<file path="src/rtl/fp_mant_multiplier_if.sv">
// Operand/result bundle between the FP multiplier front end and the mantissa core.
// The master side issues start with operands; the slave side returns the raw product and exponent.
interface fp_mant_multiplier_if #(
    parameter int MANT_W = 24,
    parameter int EXP_W  = 8
);
    logic                  i_start;
    logic [31:0]           i_a;
    logic [31:0]           i_b;
    logic                  o_busy;
    logic                  o_done;
    logic [2*MANT_W-1:0]   o_result_mul;
    logic [EXP_W+1:0]      o_rexp;
    logic [31:0]           o_op_a;
    logic [31:0]           o_op_b;

    modport master (
        output i_start, i_a, i_b,
        input  o_busy, o_done, o_result_mul, o_rexp, o_op_a, o_op_b
    );

    modport slave (
        input  i_start, i_a, i_b,
        output o_busy, o_done, o_result_mul, o_rexp, o_op_a, o_op_b
    );
endinterface

</file>
<file path="src/rtl/fp_mant_multiplier.sv">
// Shift-add 24x24 mantissa multiplier with unbiased exponent sum for single-precision FP.
// Optional ZERO_BYPASS_EN: a zero operand skips the multiply loop and returns a zero result.
//
// state | meaning
// IDLE  | waiting for start; latches operands, restores hidden bits
// LOAD  | forms Ea+Eb-2*BIAS, clears iteration counter
// MUL   | one partial-product add and right shift per cycle, MANT_W cycles
// DONE  | one-cycle done pulse, results held
module fp_mant_multiplier #(
    parameter int MANT_W = 24,
    parameter int EXP_W  = 8,
    parameter int BIAS   = 127
) (
    input  logic                  i_clk,
    input  logic                  i_rst,
    fp_mant_multiplier_if.slave   bus
);
    localparam int FRAC_W = MANT_W - 1;
    localparam int REXP_W = EXP_W + 2;
    localparam int CNT_W  = $clog2(MANT_W);
    localparam logic [CNT_W-1:0] CNT_LAST = CNT_W'(MANT_W - 1);

    typedef enum logic [1:0] {
        S_IDLE = 2'd0,
        S_LOAD = 2'd1,
        S_MUL  = 2'd2,
        S_DONE = 2'd3
    } state_t;

    state_t                r_state;
    logic                  r_busy;
    logic                  r_done;
    logic [31:0]           r_op_a;
    logic [31:0]           r_op_b;
    logic [MANT_W-1:0]     r_m;
    logic [MANT_W-1:0]     r_q;
    logic [MANT_W-1:0]     r_p_hi;
    logic                  r_c;
    logic [CNT_W-1:0]      r_cnt;
    logic [2*MANT_W-1:0]   r_result;
    logic [REXP_W-1:0]     r_rexp;

    logic [MANT_W-1:0]     w_addend;
    logic [MANT_W:0]       w_sum;
    logic [REXP_W-1:0]     w_rexp;

    assign w_addend = r_q[0] ? r_m : '0;
    assign w_sum    = {r_c, r_p_hi} + {1'b0, w_addend};
    // Two's complement wrap at REXP_W bits is intended; downstream reads it as signed.
    assign w_rexp   = {2'b00, r_op_a[FRAC_W +: EXP_W]} + {2'b00, r_op_b[FRAC_W +: EXP_W]}
                      - REXP_W'(2 * BIAS);

`ifdef ZERO_BYPASS_EN
    logic w_zero_op;
    assign w_zero_op = (r_op_a[30:0] == 31'd0) || (r_op_b[30:0] == 31'd0);
`endif

    always_ff @(posedge i_clk) begin
        if (i_rst) begin
            r_state  <= S_IDLE;
            r_busy   <= 1'b0;
            r_done   <= 1'b0;
            r_op_a   <= '0;
            r_op_b   <= '0;
            r_m      <= '0;
            r_q      <= '0;
            r_p_hi   <= '0;
            r_c      <= 1'b0;
            r_cnt    <= '0;
            r_result <= '0;
            r_rexp   <= '0;
        end else begin
            r_done <= 1'b0;
            case (r_state)
                S_IDLE: begin
                    if (bus.i_start) begin
                        r_op_a  <= bus.i_a;
                        r_op_b  <= bus.i_b;
                        r_m     <= {1'b1, bus.i_a[FRAC_W-1:0]};
                        r_q     <= {1'b1, bus.i_b[FRAC_W-1:0]};
                        r_p_hi  <= '0;
                        r_c     <= 1'b0;
                        r_busy  <= 1'b1;
                        r_state <= S_LOAD;
                    end
                end
                S_LOAD: begin
                    r_cnt <= '0;
`ifdef ZERO_BYPASS_EN
                    if (w_zero_op) begin
                        r_result <= '0;
                        r_rexp   <= '0;
                        r_done   <= 1'b1;
                        r_state  <= S_DONE;
                    end else begin
                        r_rexp  <= w_rexp;
                        r_state <= S_MUL;
                    end
`else
                    r_rexp  <= w_rexp;
                    r_state <= S_MUL;
`endif
                end
                S_MUL: begin
                    // Sum's LSB shifts into Q; the carry lands in P_hi's MSB, so C returns to 0.
                    {r_c, r_p_hi, r_q} <= {1'b0, w_sum, r_q[MANT_W-1:1]};
                    r_cnt <= r_cnt + 1'b1;
                    if (r_cnt == CNT_LAST) begin
                        r_result <= {w_sum, r_q[MANT_W-1:1]};
                        r_done   <= 1'b1;
                        r_state  <= S_DONE;
                    end
                end
                S_DONE: begin
                    r_busy  <= 1'b0;
                    r_state <= S_IDLE;
                end
                default: begin
                    r_busy  <= 1'b0;
                    r_state <= S_IDLE;
                end
            endcase
        end
    end

    assign bus.o_busy       = r_busy;
    assign bus.o_done       = r_done;
    assign bus.o_result_mul = r_result;
    assign bus.o_rexp       = r_rexp;
    assign bus.o_op_a       = r_op_a;
    assign bus.o_op_b       = r_op_b;
endmodule

</file>
<file path="src/flat_wrapper.sv">
// flat-port wrapper written by rule: the top's interface ports become plain ports
module fp_mant_multiplier_flat 
#(
    parameter int MANT_W = 24,
    parameter int EXP_W  = 8,
    parameter int BIAS   = 127
)
  (i_clk, i_rst, bus_i_start, bus_i_a, bus_i_b, bus_o_busy, bus_o_done, bus_o_result_mul, bus_o_rexp, bus_o_op_a, bus_o_op_b);
  fp_mant_multiplier_if #(.MANT_W(MANT_W), .EXP_W(EXP_W)) bus_i ();
  input  logic i_clk;
  input  logic i_rst;
  input wire logic [$bits(bus_i.i_start)-1:0] bus_i_start;
  input wire logic [$bits(bus_i.i_a)-1:0] bus_i_a;
  input wire logic [$bits(bus_i.i_b)-1:0] bus_i_b;
  output wire logic [$bits(bus_i.o_busy)-1:0] bus_o_busy;
  output wire logic [$bits(bus_i.o_done)-1:0] bus_o_done;
  output wire logic [$bits(bus_i.o_result_mul)-1:0] bus_o_result_mul;
  output wire logic [$bits(bus_i.o_rexp)-1:0] bus_o_rexp;
  output wire logic [$bits(bus_i.o_op_a)-1:0] bus_o_op_a;
  output wire logic [$bits(bus_i.o_op_b)-1:0] bus_o_op_b;
  assign bus_i.i_start = bus_i_start;
  assign bus_i.i_a = bus_i_a;
  assign bus_i.i_b = bus_i_b;
  assign bus_o_busy = bus_i.o_busy;
  assign bus_o_done = bus_i.o_done;
  assign bus_o_result_mul = bus_i.o_result_mul;
  assign bus_o_rexp = bus_i.o_rexp;
  assign bus_o_op_a = bus_i.o_op_a;
  assign bus_o_op_b = bus_i.o_op_b;
  fp_mant_multiplier #(.MANT_W(MANT_W), .EXP_W(EXP_W), .BIAS(BIAS)) u_core (.i_clk(i_clk), .i_rst(i_rst), .bus(bus_i));
endmodule
</file>
<file path="config.mk">
export PLATFORM = sky130hd
export DESIGN_NAME = fp_mant_multiplier_flat
export DESIGN_NICKNAME = d
export VERILOG_FILES = /design/src/rtl/fp_mant_multiplier_if.sv /design/src/rtl/fp_mant_multiplier.sv /design/src/flat_wrapper.sv
export SDC_FILE = /design/constraint.sdc
export NUM_CORES = 1
export LEC_CHECK = 0
export CAP_MARGIN = 20
export CORE_UTILIZATION = 65
export DETAILED_ROUTE_END_ITERATION = 8
export DONT_BUFFER_PORTS = 1
export HOLD_SLACK_MARGIN = 0.15
export PLACE_DENSITY = 0.81
export SLEW_MARGIN = 20
export SYNTH_ARGS = -nofsm -noshare
export SYNTH_HDL_FRONTEND = slang
export SYNTH_SLANG_ARGS = --single-unit
</file>
<file path="constraint.sdc">
create_clock -name i_clk -period 5.6 [get_ports i_clk]
set_input_delay 0.56 -clock i_clk [delete_from_list [all_inputs] [get_ports i_clk]]
set_output_delay 0.56 -clock i_clk [all_outputs]
set_load 0.02 [all_outputs]
</file>
==> impl_metrics.env <==
export IMPL_yosys_warnings=0
export IMPL_ctsHtreeMaxLevel=4
export IMPL_initialDrtViolationCount=430
export IMPL_pwr_share_seq=0.471
export IMPL_skew_ps=6.94
export IMPL_leakagePower_nw=3.45
export IMPL_peakVddDrop_mv=0.313
export IMPL_synthDistinctLibCells=70
export IMPL_hold_violations=0
export IMPL_fin_area_um2=9050
export IMPL_cp_end_kind="flop"
export IMPL_crit_type="reg -> reg"
export IMPL_worstMarginPinSlew_ps=1080
export IMPL_port_buffers=0
export IMPL_drive_gt1_frac=0.0676
export IMPL_synth_top_area_frac=0.415
export IMPL_grt_setup_unrepaired="no"
export IMPL_antenna_cells=0
export IMPL_status="finished clean"
export IMPL_postCtsHoldBufs=0
export IMPL_final_core_util=0.706
export IMPL_relSlewSlack=0.280
export IMPL_rows=41
export IMPL_placed_area_um2=8430
export IMPL_cp_max_fo=51
export IMPL_cts_repair_resize_count=0
export IMPL_p_int_w=0.00244
export IMPL_synthCells=1047
export IMPL_setup_tns_ps=0
export IMPL_post_route_period_util=0.556
export IMPL_initial_utilization=0.676
export IMPL_die_area_um2=13800
export IMPL_p_sw_frac=0.360
export IMPL_grt_pass1_wl_um=32600
export IMPL_firstDrtPassIters=5
export IMPL_ios=191
export IMPL_antenna_found_initial=0
export IMPL_ys_top_cells_by_area="dfxtp_1 (42%), nand2_1 (10%), a21oi_1 (7.7%)"
export IMPL_syn_to_final_growth_pct=4.31
export IMPL_period_needed_ps=3120
export IMPL_max_freq_ghz=0.321
export IMPL_grt_max_degree=164
export IMPL_syn_avg_cell_area_um2=8.29
export IMPL_synth_fp_nets=1154
export IMPL_path_clk_slew_ps=70
export IMPL_gp_congestion=0.916
export IMPL_die_width_um=118
export IMPL_synth_edf_count=0
export IMPL_p_clk_frac=0.301
export IMPL_vias_per_cell=5.97
export IMPL_num_nets_final=1085
export IMPL_routedWlPerCell_um=17.0
export IMPL_antenna_left=0
export IMPL_combPwrFrac=0.228
export IMPL_drc=0
export IMPL_maxCapViolCount=0
export IMPL_fp_coreArea_um2=12800
export IMPL_num_vias=6945
export IMPL_yosys_area_top_type="dfxtp_1"
export IMPL_ys_ff_latch=180
export IMPL_drt_total_wl_um=19700
export IMPL_cts_buffers=17
export IMPL_grt_pass1_vias=6683
export IMPL_yosysSeqAreaShare=0.415
export IMPL_cts_root_buf="clkbuf_16"
export IMPL_cp_required_ps=5960
export IMPL_postSynth_asyncResetShare=0
export IMPL_slew_viol_final=0
export IMPL_p_per_area_nw_per_um2=421
export IMPL_synthesis_area_um2=8670
export IMPL_globalRouteOverflowTotal=0
export IMPL_cts_tree="yes"
export IMPL_dpl_hpwl_um=13100
export IMPL_clock_path_buffers=2
export IMPL_setup_viol=0
export IMPL_power_switching_w=0.00137
export IMPL_synth_ff_type="dfxtp_1"
export IMPL_worst_endpoint_arrival_ps=3480
export IMPL_grt_usage=0.291
export IMPL_critPathLaunchType="flop"
export IMPL_hold_path_class="in -> reg"
export IMPL_clock_sinks=180
export IMPL_clock_latency_ps=430
export IMPL_num_fill_cells=1047
export IMPL_fp_dieH_um=118
export IMPL_cts_setup_buffers=0
[routing by layer]
| layer | up-vias | global-route usage | wire (um) |
|---|---|---|---|
| li1 | 3444 | - | - |
| met3 | 38 | 0.0950 | 1620 |
| met4 | 0 | 0.112 | 513 |
| met2 | 252 | 0.482 | 9150 |
| met5 | - | 0 | 0 |
| met1 | 3211 | 0.350 | 8450 |
[final timing paths]
path,startpoint,to,slack [ps],cells past startpoint
setup / recovery,u_core.r_state[0],u_core.bus.o_result_mul[44],2480,7
hold / removal,i_rst,u_core.bus.o_result_mul[4],190,1
setup reg to reg,u_core.r_state[0],u_core.bus.o_result_mul[44],2480,7
hold reg to reg,u_core.r_p_hi[22],u_core.r_p_hi[22],460,2
[cell type report]
class	instances	area, um^2	area share
Clock buffer	20	447	0.0494
Clock inverter	12	123	0.0136
Inverter	13	48.8	0.00539
Multi-Input combinational cell	761	4540	0.502
Sequential cell	180	3600	0.398
Tap cell	172	215	0.0238
Timing Repair Buffer	5	70.1	0.00774
[metrics by stage]
| stage | hold slack, ps | setup WS, ps | total power, W | instances |
|---|---|---|---|---|
| 2_1_floorplan | 430 | 2880 | 0.00252 | 1047 |
| 4_1_cts | 179 | 2180 | 0.00381 | 1161 |
| 3_3_place_gp | 441 | 2270 | 0.00264 | 1129 |
| 6_report | 194 | 2480 | 0.00381 | 1163 |
| 5_1_grt | 188 | 2260 | 0.00402 | 1163 |
| 3_5_place_dp | 452 | 2180 | 0.00267 | 1129 |
[critical path, stage by stage (launching register included)]
cell	delay, ps
dfxtp_1	330
inv_1	90
ha_2	720
inv_1	320
or2_2	470
buf_4	320
or4_1	570
a41oi_2	190
[cells by family after synthesis]
group	count (synthesis)	share of synthesized area
and+or+nand+nor	394	0.198
AOI/OAI and AO/OA	262	0.194
DFF	180	0.415
buffers and inverters	106	0.0639
adders and majority gates	40	0.0594
xor gates and xnor gates	37	0.0374
muxes	28	0.0323
[power groups by stage]
stage	Sequential, W	Clock, W	Combinational (W)
floorplan	0.00171	0	0.000806
CTS	0.00179	0.00116	0.000859
finish	0.00179	0.00115	0.000869
detailed placement	0.00182	0	0.000853
global placement	0.00181	0	0.000823
global route	0.00182	0.00122	0.000975
[cells in the mapped netlist (12+ instances only)]
cell / n
a21oi_1: 134
nand3_1: 15
dfxtp_1: 180
a21o_1: 12
o21ai_0: 15
a211oi_1: 32
nand2_1: 231
and2_1: 26
ha_1: 38
xor2_1: 16
mux2i_1: 28
nor2_1: 73
clkbuf_1: 47
xnor2_1: 21
buf_4: 25
inv_1: 13
[flip-flops by register name, summed over array words and instances (netlist names)]
| signal | count |
|---|---|
| u_core.r_state | 2 |
| u_core.bus.o_done | 1 |
| u_core.bus.o_rexp | 10 |
| u_core.bus.o_op_b | 32 |
| u_core.bus.o_op_a | 9 |
| u_core.bus.o_result_mul | 48 |
| u_core.r_cnt | 5 |
| u_core.r_q | 24 |
| u_core.r_m | 24 |
| u_core.r_p_hi | 24 |
| u_core.bus.o_busy | 1 |
[cell usage in the layout (no fill, tap or decap), drive strengths merged, types with 3 or more instances in the layout]
cell,n
a211oi,36
a21o,13
a21oi,136
a22o,6
a22oi,10
a31oi,4
and2,27
and3,3
buf,5
clkbuf,20
clkinv,6
dfxtp,180
ha,38
inv,17
mux2i,28
nand2,231
nand2b,3
nand3,15
nand3b,3
nand4,10
nor2,75
nor3,8
o211ai,4
o21a,4
o21ai,28
or4,4
xnor2,21
xor2,16
Note: power is estimated with default switching activity, not from simulation.
